[config.mk]
export PLATFORM = sky130hd
export DESIGN_NAME = ram_read_streamer
export DESIGN_NICKNAME = d
export VERILOG_FILES = /design/src/rtl/ram_read_streamer.sv
export SDC_FILE = /design/constraint.sdc
export NUM_CORES = 1
export LEC_CHECK = 0
export CAP_MARGIN = 20
export CORE_ASPECT_RATIO = 0.7
export CORE_UTILIZATION = 50
export CTS_BUF_LIST = sky130_fd_sc_hd__clkbuf_4 sky130_fd_sc_hd__clkbuf_8
export CTS_CLUSTER_DIAMETER = 50
export DETAILED_ROUTE_END_ITERATION = 16
export HOLD_SLACK_MARGIN = 0.12
export PLACE_DENSITY = 0.94
export SYNTH_ARGS = -nofsm -noshare
export SYNTH_HDL_FRONTEND = slang
export SYNTH_SLANG_ARGS = --single-unit
export TNS_END_PERCENT = 30
[constraint.sdc]
create_clock -name CLK -period 5.2 [get_ports CLK]
set_input_delay 1.56 -clock CLK [delete_from_list [all_inputs] [get_ports CLK]]
set_output_delay 1.56 -clock CLK [all_outputs]
set_load 0.01 [all_outputs]
[src/rtl/ram_read_streamer.sv]
// Sequential block reader for a Hack-style register RAM: walks `count` words
// from `base_addr` and presents each one on a valid/ready output stream.
module ram_read_streamer #(
  parameter int WIDTH  = 16,
  parameter int ADDR_W = 3
) (
  input  logic              CLK,
  input  logic              RST_N,
  input  logic              start,
  input  logic              abort,
  input  logic [ADDR_W-1:0] base_addr,
  input  logic [ADDR_W:0]   count,
  output logic [ADDR_W-1:0] mem_addr,
  input  logic [WIDTH-1:0]  mem_q,
  output logic [WIDTH-1:0]  out_data,
  output logic              out_valid,
  input  logic              out_ready,
  output logic              busy,
  output logic              done
);

  typedef enum logic [1:0] {
    IDLE = 2'd0,
    READ = 2'd1,
    SEND = 2'd2
  } state_t;

  localparam logic [ADDR_W-1:0] ADDR_ONE = 1;
  localparam logic [ADDR_W:0]   REM_ONE  = 1;
  localparam logic [ADDR_W:0]   REM_ZERO = '0;

  state_t            state;
  logic [ADDR_W:0]   remaining;

  // READ spends one cycle with the address settled so mem_q is captured cleanly;
  // SEND holds out_data and mem_addr frozen until the consumer takes the word.
  always_ff @(posedge CLK or negedge RST_N) begin
    if (!RST_N) begin
      state     <= IDLE;
      mem_addr  <= '0;
      remaining <= '0;
      out_data  <= '0;
      out_valid <= 1'b0;
      busy      <= 1'b0;
      done      <= 1'b0;
    end else begin
      done <= 1'b0;
      case (state)
        IDLE: begin
          if (start) begin
            if (count != REM_ZERO) begin
              mem_addr  <= base_addr;
              remaining <= count;
              busy      <= 1'b1;
              state     <= READ;
            end else begin
              done <= 1'b1;
            end
          end
        end

        READ: begin
          if (abort) begin
            out_valid <= 1'b0;
            busy      <= 1'b0;
            remaining <= '0;
            state     <= IDLE;
          end else begin
            out_data  <= mem_q;
            out_valid <= 1'b1;
            state     <= SEND;
          end
        end

        SEND: begin
          // Abort wins over a same-cycle handshake: that word is not delivered.
          if (abort) begin
            out_valid <= 1'b0;
            busy      <= 1'b0;
            remaining <= '0;
            state     <= IDLE;
          end else if (out_ready) begin
            out_valid <= 1'b0;
            if (remaining == REM_ONE) begin
              remaining <= '0;
              busy      <= 1'b0;
              done      <= 1'b1;
              state     <= IDLE;
            end else begin
              mem_addr  <= mem_addr + ADDR_ONE;
              remaining <= remaining - REM_ONE;
              state     <= READ;
            end
          end
        end

        default: begin
          out_valid <= 1'b0;
          busy      <= 1'b0;
          state     <= IDLE;
        end
      endcase
    end
  end

endmodule

==> parameters.txt, run 1 <==
Parameter                              Value

Detailed routing
  # DRC ... 0
  Total wire length ... between 3000 and 4000 µm
  Via-per-instance ratio ... 5.65
  Antenna-violating nets left ... 0
  Initial DRC count ... 93
  Average wire per standard cell ... 15.8 µm
  Length of the first detailed-routing pass in iterations ... 4
  Count of vias placed by the detailed router ... 1338

Global routing
  Number of global-route vias before repair ... roughly 1300
  Most used routing layer ... met2
  Overflow left after global routing ... 0
  Total global routing track utilization ... 0.270
  GR Util met3 ... 0.0607
  Pin count of the biggest net entering global routing ... 24
  Number of antenna violations at the first check in global routing ... 0
  GR met1 Demand/Resource ... 0.316
  Fraction of met2 tracks used by global routing ... 0.496
  Global-route wire length before repair ... 5980 µm

Power and ir drop
  Max IR drop VDD ... ~0.39 mV
  Proportion of power drawn by the clock network ... 0.118
  Cell-internal power ... 0.000697 W
  Sequential share of power ... 0.345
  Static Leak ... around 0.93 nW
  Cell area power density ... about 560 nW/µm²
  Fraction of power spent switching nets ... 0.387
  Combinational Power Share ... 0.537
  Switching component of the power ... 0.000441 W

Timing
  Setup repair after global routing missed its margin ... false
  Hold Fails Final Rpt ... 0
  Slew Limit Fails ... 0
  Count of endpoints failing setup in the final report ... 0
  Remaining max-slew budget at the tightest pin ... 0.571
  Post-Route Skew ... 0.00373 ns
  Part of the cycle the worst path needs ... 0.596
  Final WS setup ... 2.10 ns
  Slew at the pin with the worst max-slew slack ... about 0.64 ns
  Final TNS setup ... 0 ns
  Time the final worst path needs with I/O delays and setup ... 3.10 ns
  Maximum clock rate ... approximately 320 MHz

Cells and area
  Combined area of the multi-input logic cells ... approximately 670 µm²
  Share of cells above drive strength 1 ... 0.0739
  Final net count ... approximately 240
  Fill cell count ... ~160
  Storage cell area ... 701 µm²
  Synth-to-layout area growth ... 41.6%
  Inserted Diodes ... 0

Synthesis
  Register bit total from synthesis ... 28
  Number of standard cells after synthesis ... 153
  Cells taking the most area after synthesis ... dfrtp_1 (49%), nand2_1 (13%), ha_1 (6.1%)
  Yosys synthesis warning count ... 0
  Synth Area per Inst ... 9.37 µm²
  Net count after synthesis ... between 150 and 200
  Cell type with the highest aggregate area in the netlist ... dfrtp_1
  Distinct cell type count of the synthesized netlist ... 38
  Post-Synthesis Cell Area ... 1430 µm²
  Seq/Total Area, Yosys ... 0.489
  Yosys top cell area share ... 0.489

Setup path
  WP data arrival ... approximately 3.3 ns
  Critical-path maximum fanout ... 9
  Startpoint type of the worst setup path ... primary input
  Required time reported for the critical path endpoint ... 5.37 ns
  Path type of the worst setup path ... in -> reg
  Setup crit end kind ... flop
  Capture instance of the worst register-to-register path ... remaining[2]
  R2R Path Start ... state[0]
  Register-to-Register Setup Slack ... between 3 and 4 ns
  Depth of the worst register-to-register path ... 6

Floorplanning
  Starting density of the core ... 0.554
  Horizontal die dimension ... 66.0 µm
  Y dimension of the die ... 46.8 µm
  Total Die Area ... 3090 µm²
  Count of pins on the block boundary ... 50
  Number of cell rows ... 15
  Area of the core ... 2590 µm²

Clock tree
  Htree depth ... 1
  Worst-case clock buffer depth ... 2
  Number of buffers created by CTS ... 3
  Number of clock sinks seen by CTS ... 28
  TritonCTS clock tree ... yes
  Clock Pin Slew Worst Setup and Hold Paths ... 0.09 ns
  Clock root cell ... clkbuf_8
  Post-cts hold buffer count ... 0
  Clock latency reported for the late side of the worst-skew pair ... 0.28 ns
  Post-CTS setup buffer count ... 0
  Number of gates resized after cts ... 0

Run status
  Result of the run ... completed

Hold path
  Worst min-delay path class ... reg -> reg
  Beginning of the worst hold path ... out_data[0]
  Capture endpoint of the worst hold path ... out_data[0]
  Count of cells along the worst hold path ... 2

Placed design
  Pre-CTS WS ... about 1.8 ns
  Final weighted congestion of routability-driven global placement ... 0.862
  Half-perimeter wire length after detailed placement ... between 2000 and 3000 µm
  I/O Buffers ... 49

Run
  Total of max-cap violations ... 0
power by group through the flow:
stage | Combinational, W | Sequential, W | Clock [W]
global route | 0.000673 | 0.000406 | 0.000147
CTS | 0.000606 | 0.000390 | 0.000137
floorplan | 0.000315 | 0.000419 | 0
finish | 0.000611 | 0.000393 | 0.000134
global placement | 0.000573 | 0.000386 | 0
detailed placement | 0.000603 | 0.000393 | 0
Yosys cell counts, drive strengths merged:
cell type and instances:
nand3b 1, o22ai 1, nor3 1, o31ai 1, o41ai 1, ha 7
a21oi 6, clkbuf 4, buf 2, mux2 3, dfrtp 28, a2111oi 1
nor2b 1, o32ai 1, a22o 2, nand2b 4, nor2 7, nand2 51
o21ai 5, nor3b 1, a32o 1, o211ai 1, nand4b 1, nand3 3
a21boi 1, mux2i 2, nand4 2, or3b 1, a31oi 3, and2b 1
nor4 1, inv 8
area by class of cell:
cell class,instances,share of cell area
clock buffers,4,0.0271
multi-input cells,111,0.331
inverters,8,0.0148
well taps,34,0.0209
repair buffers,52,0.261
flip-flops and latches,28,0.345
worst max-delay path, stage by stage:
cell             delay (ns)
clkdlybuf4s50_1        0.50
o41ai_4                0.50
nand2_2                0.22
o211ai_1               0.16
mux2_1                 0.33
sequential cells by signal (all words and copies together), names as in the netlist:
name / flops
out_data: 16
remaining: 4
mem_addr: 3
state: 2
busy: 1
out_valid: 1
done: 1
metrics by stage:
| stage | util | hold slack (ns) | power, W | cell area, µm² | std cells |
|---|---|---|---|---|---|
| after floorplan | - | 0.474 | 0.000734 | 1430 | 153 |
| after global placement | 0.753 | 0.457 | 0.000959 | 1950 | 232 |
| after detailed placement | 0.753 | 0.469 | 0.000996 | 1950 | 232 |
| after CTS | 0.774 | 0.489 | 0.00113 | 2010 | 236 |
| after global routing | 0.784 | 0.520 | 0.00123 | 2030 | 237 |
| final | 0.784 | 0.485 | 0.00114 | 2030 | 237 |
per-layer routing:
metal / vias to the layer above / part of all wire / wire (µm)
li1: 615 / - / -
met1: 664 / 0.41 / 1540
met4: 0 / 0.018 / 67
met3: 12 / 0.043 / 163
met5: - / 0 / 0
met2: 47 / 0.53 / 1980
cells by family (layout without fill, tap and decap cells):
| logic type | count (synthesis) | count (layout) | share of synthesized area |
|---|---|---|---|
| simple gates | 75 | 75 | 0.230 |
| fa+ha+maj | 7 | 7 | 0.0611 |
| buf+inv | 14 | 64 | 0.0428 |
| mux | 5 | 5 | 0.0375 |
| flops | 28 | 28 | 0.489 |
| compound gates | 24 | 24 | 0.140 |
worst max path at each step:
stage	from	endpoint	slack (ns)
2_1_floorplan	count[2]	busy	2.48
3_3_place_gp	count[2]	busy	1.90
3_5_place_dp	count[2]	busy	1.81
4_1_cts	count[2]	busy	2.11
5_1_grt	count[2]	busy	2.06
6_report	count[2]	busy	2.10
cells in the final DEF, fill, tap and decap left out, drive strengths merged, types with 4 or more instances in the layout:
cell type / netlist / final
a21oi: 6 / 6
clkbuf: 4 / 5
clkdlybuf4s50: 0 / 49
dfrtp: 28 / 28
ha: 7 / 7
inv: 8 / 8
nand2: 51 / 51
nand2b: 4 / 4
nor2: 7 / 7
o21ai: 5 / 5
Note: power is estimated with default switching activity, not from simulation.
==> run 2, diff against run 1 <==
Settings changed: CORE_UTILIZATION 50 to 46, PLACE_DENSITY 0.94 to 0.88.
Clock period 5.2 ns to 3.11 ns, I/O delays scaled along.
==> parameters.txt, run 2 (synthesis results as in run 1) <==
Parameter                              Value

Floorplanning
  Starting density of the core ... 0.497 (was 0.554)
  Number of cell rows ... 16 (was 15)
  Y dimension of the die ... 48.7 µm (was 46.8 µm)
  Total Die Area ... 3350 µm² (was 3090 µm²)
  Count of pins on the block boundary ... 50 (unchanged)
  Horizontal die dimension ... 68.7 µm (was 66.0 µm)
  Area of the core ... 2880 µm² (was 2590 µm²)

Detailed routing
  Length of the first detailed-routing pass in iterations ... 4 (unchanged)
  Total wire length ... 3500 µm (was 3750 µm)
  Antenna-violating nets left ... 0 (unchanged)
  # DRC ... 0 (unchanged)
  Count of vias placed by the detailed router ... 1252 (was 1338)
  Via-per-instance ratio ... 5.24 (was 5.65)
  Initial DRC count ... 88 (was 93)
  Average wire per standard cell ... 14.6 µm (was 15.8 µm)

Setup path
  Critical-path maximum fanout ... 9 (unchanged)
  Depth of the worst register-to-register path ... 6 (unchanged)
  Startpoint type of the worst setup path ... primary input (unchanged)
  Register-to-Register Setup Slack ... 1.10 ns (was 3.19 ns)
  R2R Path Start ... state[0] (unchanged)
  WP data arrival ... 2.61 ns (was 3.26 ns)
  Capture instance of the worst register-to-register path ... remaining[2] (unchanged)
  Setup crit end kind ... flop (unchanged)
  Path type of the worst setup path ... in -> reg (unchanged)
  Required time reported for the critical path endpoint ... 3.27 ns (was 5.37 ns)

Clock tree
  Number of clock sinks seen by CTS ... 28 (unchanged)
  Worst-case clock buffer depth ... 2 (unchanged)
  Post-cts hold buffer count ... 0 (unchanged)
  Clock root cell ... clkbuf_8 (unchanged)
  Number of gates resized after cts ... 0 (unchanged)
  TritonCTS clock tree ... yes (unchanged)
  Clock latency reported for the late side of the worst-skew pair ... 0.27 ns (was 0.28 ns)
  Post-CTS setup buffer count ... 0 (unchanged)
  Number of buffers created by CTS ... 3 (unchanged)
  Clock Pin Slew Worst Setup and Hold Paths ... 0.09 ns (about the same)
  Htree depth ... 1 (unchanged)

Timing
  Count of endpoints failing setup in the final report ... 0 (unchanged)
  Final TNS setup ... 0 ns (unchanged)
  Maximum clock rate ... approximately 400 MHz
  Slew Limit Fails ... 0 (unchanged)
  Time the final worst path needs with I/O delays and setup ... 2.45 ns
  Part of the cycle the worst path needs ... 0.787
  Setup repair after global routing missed its margin ... false (unchanged)
  Remaining max-slew budget at the tightest pin ... 0.591 (was 0.571)
  Hold Fails Final Rpt ... 0 (unchanged)
  Slew at the pin with the worst max-slew slack ... 0.613 ns (was 0.644 ns)
  Final Hold Slack ... 0.484 ns (was 0.485 ns)
  Post-Route Skew ... 0.00729 ns (was 0.00373 ns)

Power and ir drop
  Proportion of power drawn by the clock network ... 0.143 (was 0.118)
  Switching component of the power ... 0.000729 W (was 0.000441 W)
  Sequential share of power ... 0.334 (was 0.345)
  Combinational Power Share ... 0.523 (was 0.537)
  Static Leak ... 0.934 nW (was 0.935 nW)
  Cell area power density ... 961 nW/µm² (was 560 nW/µm²)
  Cell-internal power ... 0.00122 W (was 0.000697 W)
  Max IR drop VDD ... 0.570 mV (was 0.391 mV)
  Fraction of power spent switching nets ... 0.373 (was 0.387)

Cells and area
  Share of cells above drive strength 1 ... 0.0739 (unchanged)
  Inserted Diodes ... 0 (unchanged)
  Synth-to-layout area growth ... 41.7% (was 41.6%)
  Most flop-heavy register ... out_data (unchanged)
  Max FFs per register ... 16 (unchanged)
  Largest registers ... out_data: 16 flops, remaining: 4 flops, mem_addr: 3 flops (unchanged)
  Final net count ... 239 (unchanged)
  Commonest non-fill, non-tap cell in the layout ... nand2_1 (unchanged)
  Most frequent cells in the layout ... nand2_1 (50), clkdlybuf4s50_1 (49), dfrtp_1 (28) (unchanged)

Placed design
  I/O Buffers ... 49 (unchanged)
  Half-perimeter wire length after detailed placement ... 2690 µm (was 2750 µm)
  Final weighted congestion of routability-driven global placement ... 0.804 (was 0.862)

Run status
  Result of the run ... completed (unchanged)

Hold path
  Count of cells along the worst hold path ... 2 (unchanged)
  Beginning of the worst hold path ... out_data[4] (was out_data[0])
  Worst min-delay path class ... reg -> reg (unchanged)
  Capture endpoint of the worst hold path ... out_data[4] (was out_data[0])

Global routing
  Overflow left after global routing ... 0 (unchanged)
  Number of antenna violations at the first check in global routing ... 0 (unchanged)
  Number of global-route vias before repair ... 1347 (was 1314)
  Total global routing track utilization ... 0.242 (was 0.270)
  Global-route wire length before repair ... 6000 µm (was 5980 µm)
  Pin count of the biggest net entering global routing ... 29 (was 24)

Run
  Total of max-cap violations ... 0 (unchanged)
[run 2: cell types whose count changed in the layout (fill, tap and decap cells not counted)]
cell,before,now
buf_4,2,3
bufinv_16,0,1
clkbuf_16,1,0
clkbuf_8,4,3
[run 2: cell type report]
type | count | area (µm²)
Sequential cell | 28 | 701
Timing Repair Buffer | 52 | 513
Multi-Input combinational cell | 111 | 672
Clock inverter | 1 | 30.0
Inverter | 8 | 30.0
Clock buffer | 3 | 41.3
Fill cell | 235 | 851
Tap cell | 36 | 45.0
[run 2: how the worst max path moves through the flow]
| stage | endpoint | from | cells after the start |
|---|---|---|---|
| after floorplan | busy | count[2] | 4 |
| after global placement | busy | count[2] | 5 |
| after detailed placement | busy | count[2] | 5 |
| after CTS | busy | count[2] | 5 |
| after global routing | busy | count[2] | 5 |
| final | busy | count[2] | 5 |
[run 2: worst max-delay path: stages]
cell	delay (ns)
clkdlybuf4s50_1	0.49
o41ai_4	0.49
nand2_2	0.21
o211ai_1	0.16
mux2_1	0.33
[run 2: power groups by stage]
stage / clock network [W] / logic (W) / registers (W)
floorplan: 0 / 0.000527 / 0.000700
global placement: 0 / 0.000971 / 0.000646
detailed placement: 0 / 0.00102 / 0.000656
CTS: 0.000289 / 0.00103 / 0.000650
global route: 0.000306 / 0.00113 / 0.000668
finish: 0.000279 / 0.00102 / 0.000652
[run 2: per-layer routing]
layer | vias to the layer above | global-route usage | share of wire
li1 | 612 | - | -
met2 | 26 | 0.425 | 0.53
met1 | 612 | 0.294 | 0.43
met4 | 0 | 0.0340 | 0.0037
met3 | 2 | 0.0731 | 0.039
met5 | - | 0 | 0
[run 2: stage by stage]
| step | total power [W] | instance area (µm²) | utilization | setup WS [ns] | std cells |
|---|---|---|---|---|---|
| 2_1_floorplan | 0.00123 | 1430 | - | 1.01 | 153 |
| 4_1_cts | 0.00197 | 2030 | 0.705 | 0.671 | 239 |
| 3_3_place_gp | 0.00162 | 1960 | 0.680 | 0.454 | 235 |
| 6_report | 0.00195 | 2030 | 0.705 | 0.661 | 239 |
| 5_1_grt | 0.00210 | 2030 | 0.705 | 0.605 | 239 |
| 3_5_place_dp | 0.00168 | 1960 | 0.680 | 0.374 | 235 |
==> variant (flow settings as in run 2) <==
Make the reset (`RST_N`) synchronous in one clocked block.
--- a/src/rtl/ram_read_streamer.sv
+++ b/src/rtl/ram_read_streamer.sv
@@ -34,7 +34,7 @@
 
   // READ spends one cycle with the address settled so mem_q is captured cleanly;
   // SEND holds out_data and mem_addr frozen until the consumer takes the word.
-  always_ff @(posedge CLK or negedge RST_N) begin
+  always_ff @(posedge CLK) begin
     if (!RST_N) begin
       state     <= IDLE;
       mem_addr  <= '0;
Function: differs if RST_N is asserted again (counterexample within 4 cycles, from zero or initial values and one cycle with RST_N low); with RST_N held inactive, the same outputs for 10 cycles.
==> variant against run 2 <==
  * Non-clock buffer count stayed put
  * Sequential cell count unchanged
  * Global-route usage shrank 2.0 points
  * Highest routed layer unchanged
  * Wire length is 1.5% lower
  * Setup slack gained 0.19 ns
  * Synthesized area decreased by 0.44%
  * Synthesized cell count is 11% higher
  * Final area shrank 2.0%
Power is not compared: it rests on default switching activity, and its combinational part moved more than twofold at a synthesized area within 25%.
==> variant: results (changes against run 2) <==
* Net count of the mapped netlist at 205 (was 188)
* Result of the run: finished, final reports clean (unchanged)
* Final Skew at 0.00323 ns (was 0.00729 ns)
* CTS root buf: sky130_fd_sc_hd__clkbuf_8 (unchanged)
* Avg WL per Cell at 13.6 um (was 14.6 um)
* # fillers at 246 (was 235)
* Warnings from Yosys at 0 (unchanged)
* Minimum setup slack among reg-to-reg paths at 1.23 ns (was 1.10 ns)
* Sequential cell area fraction in the yosys report at 0.393 (was 0.489)
* Largest net degree at the start of global routing at 19 (was 29)
* Top flop regs: out_data x16, remaining x4, mem_addr x3 (unchanged)
* Synth area leaders: sky130_fd_sc_hd__dfxtp_1, sky130_fd_sc_hd__nand2_1, sky130_fd_sc_hd__a21oi_1 (was sky130_fd_sc_hd__dfrtp_1, sky130_fd_sc_hd__nand2_1, sky130_fd_sc_hd__ha_1)
* Buffers added on ports at 49 (unchanged)
* Crit path max fanout at 8 (was 9)
* Worst Hold Class: reg2reg (unchanged)
* Clock tree buffer depth at 2 (unchanged)
* Aggregate global-route resource usage at 0.222 (was 0.242)
* Clock-pin transition on the worst setup and hold timing paths at 0.08 ns
* Wire length of the first global-routing pass at 5620 um (was 6000 um)
* Wire length on met1 at 1640 um (was 1500 um)
* Routed Wire Length at 3450 um (was 3500 um)
* Vias in the first global route at 1224 (was 1347)
* List of most frequent post-synthesis cells: sky130_fd_sc_hd__nand2_1, sky130_fd_sc_hd__dfxtp_1, sky130_fd_sc_hd__a21oi_1 (was sky130_fd_sc_hd__nand2_1, sky130_fd_sc_hd__dfrtp_1, sky130_fd_sc_hd__inv_1)
* Met2 Wirelength at 1580 um (was 1850 um)
* Detailed placer's ending HPWL at 2600 um (was 2690 um)
* Post-Route Hold Slack at 0.457 ns (was 0.484 ns)
* DRC viols at 0 (unchanged)
* Antenna diode count at 0 (unchanged)
* CTS buffer count at 3 (unchanged)
* Clock H-tree levels at 1 (unchanged)
* Post-layout nets at 254 (was 239)
* Routed wl met3 at 198 um (was 137 um)
* Max rail drop VDD at between 0.2 and 0.3 mV
* Average cell area after synthesis at 8.40 um^2 (was 9.37 um^2)
* Antenna violations before repair at 0 (unchanged)
* Final weighted congestion in routability-driven placement at 0.792 (was 0.804)
* Quantity of gates resized following cts at 0 (unchanged)
* Transition time at the pin with the least slew margin at 0.584 ns (was 0.613 ns)
* Count of unique library cells instantiated by Yosys at 42 (was 38)
* Starting DRC count in detailed routing at 73 (was 88)
* Async set-reset flop share out of synthesis at 0 (was 1.00)
* Fraction of final layout cells sized beyond drive strength 1 at 0.0783 (was 0.0739)
* Leak pwr at 0.719 nW
* Crit path DAT at 2.44 ns (was 2.61 ns)
* Number of search-and-repair iterations in the first detailed-routing pass at 6 (was 4)
* Number of post-CTS setup repair buffers at 0 (unchanged)
* Number of vias per cell after detailed routing at 5.42 (was 5.24)
* Clock latency at the later pin of the worst-skew pair at 0.27 ns (about the same)
* Highest Signal Layer: met4 (unchanged)
## variant: worst max-delay path, cell delays in order
cell and delay [ns]:
sky130_fd_sc_hd__clkdlybuf4s50_1 0.48, sky130_fd_sc_hd__o41ai_4 0.47, sky130_fd_sc_hd__nand2_4 0.14, sky130_fd_sc_hd__and3_4 0.21, sky130_fd_sc_hd__a311oi_2 0.21
## variant: cell families after synthesis
kind of cell	synth area share
buf+inv	0.0464
simple gates	0.236
mux	0.0289
compound gates	0.235
flops	0.393
fa+ha+maj	0.0613
## variant: layout make-up
type,count,share of cell area
Sequential cell,28,0.282
Timing Repair Buffer,52,0.258
Clock buffer,3,0.0207
Tap cell,36,0.0226
Inverter,8,0.0151
Multi-Input combinational cell,126,0.402
## variant: worst paths after layout
path,startpoint,to,cells past startpoint
worst min-delay path,out_data[6]$_SDFFE_PN0N_,out_data[6]$_SDFFE_PN0N_,2
worst min register to register,out_data[6]$_SDFFE_PN0N_,out_data[6]$_SDFFE_PN0N_,2
worst max-delay path,count[1],remaining[3]$_SDFFE_PN0P_,5
worst max register to register,state[0]$_SDFFE_PN0P_,remaining[3]$_SDFFE_PN0P_,6
## variant: layer usage
layer	vias to the layer above	track usage
met5	-	0
met3	4	0.0519
met1	630	0.311
met4	0	0.0451
li1	694	-
met2	42	0.342
## variant: power by group
group / internal [W] / switching, W / total, W / leakage [nW]
Combinational: 0.000206 / 0.000205 / 0.000411 / 0.468
Sequential: 0.000406 / 0.0000379 / 0.000444 / 0.229
Clock: 0.0000867 / 0.000100 / 0.000187 / 0.0216
## variant: metrics by stage
| step | instance area [um^2] | setup WS, ns |
|---|---|---|
| 6_report | 1990 | 0.848 |
| 2_1_floorplan | 1430 | 1.22 |
| 3_3_place_gp | 1950 | 0.654 |
| 4_1_cts | 1990 | 0.854 |
| 5_1_grt | 1990 | 0.780 |
| 3_5_place_dp | 1950 | 0.576 |
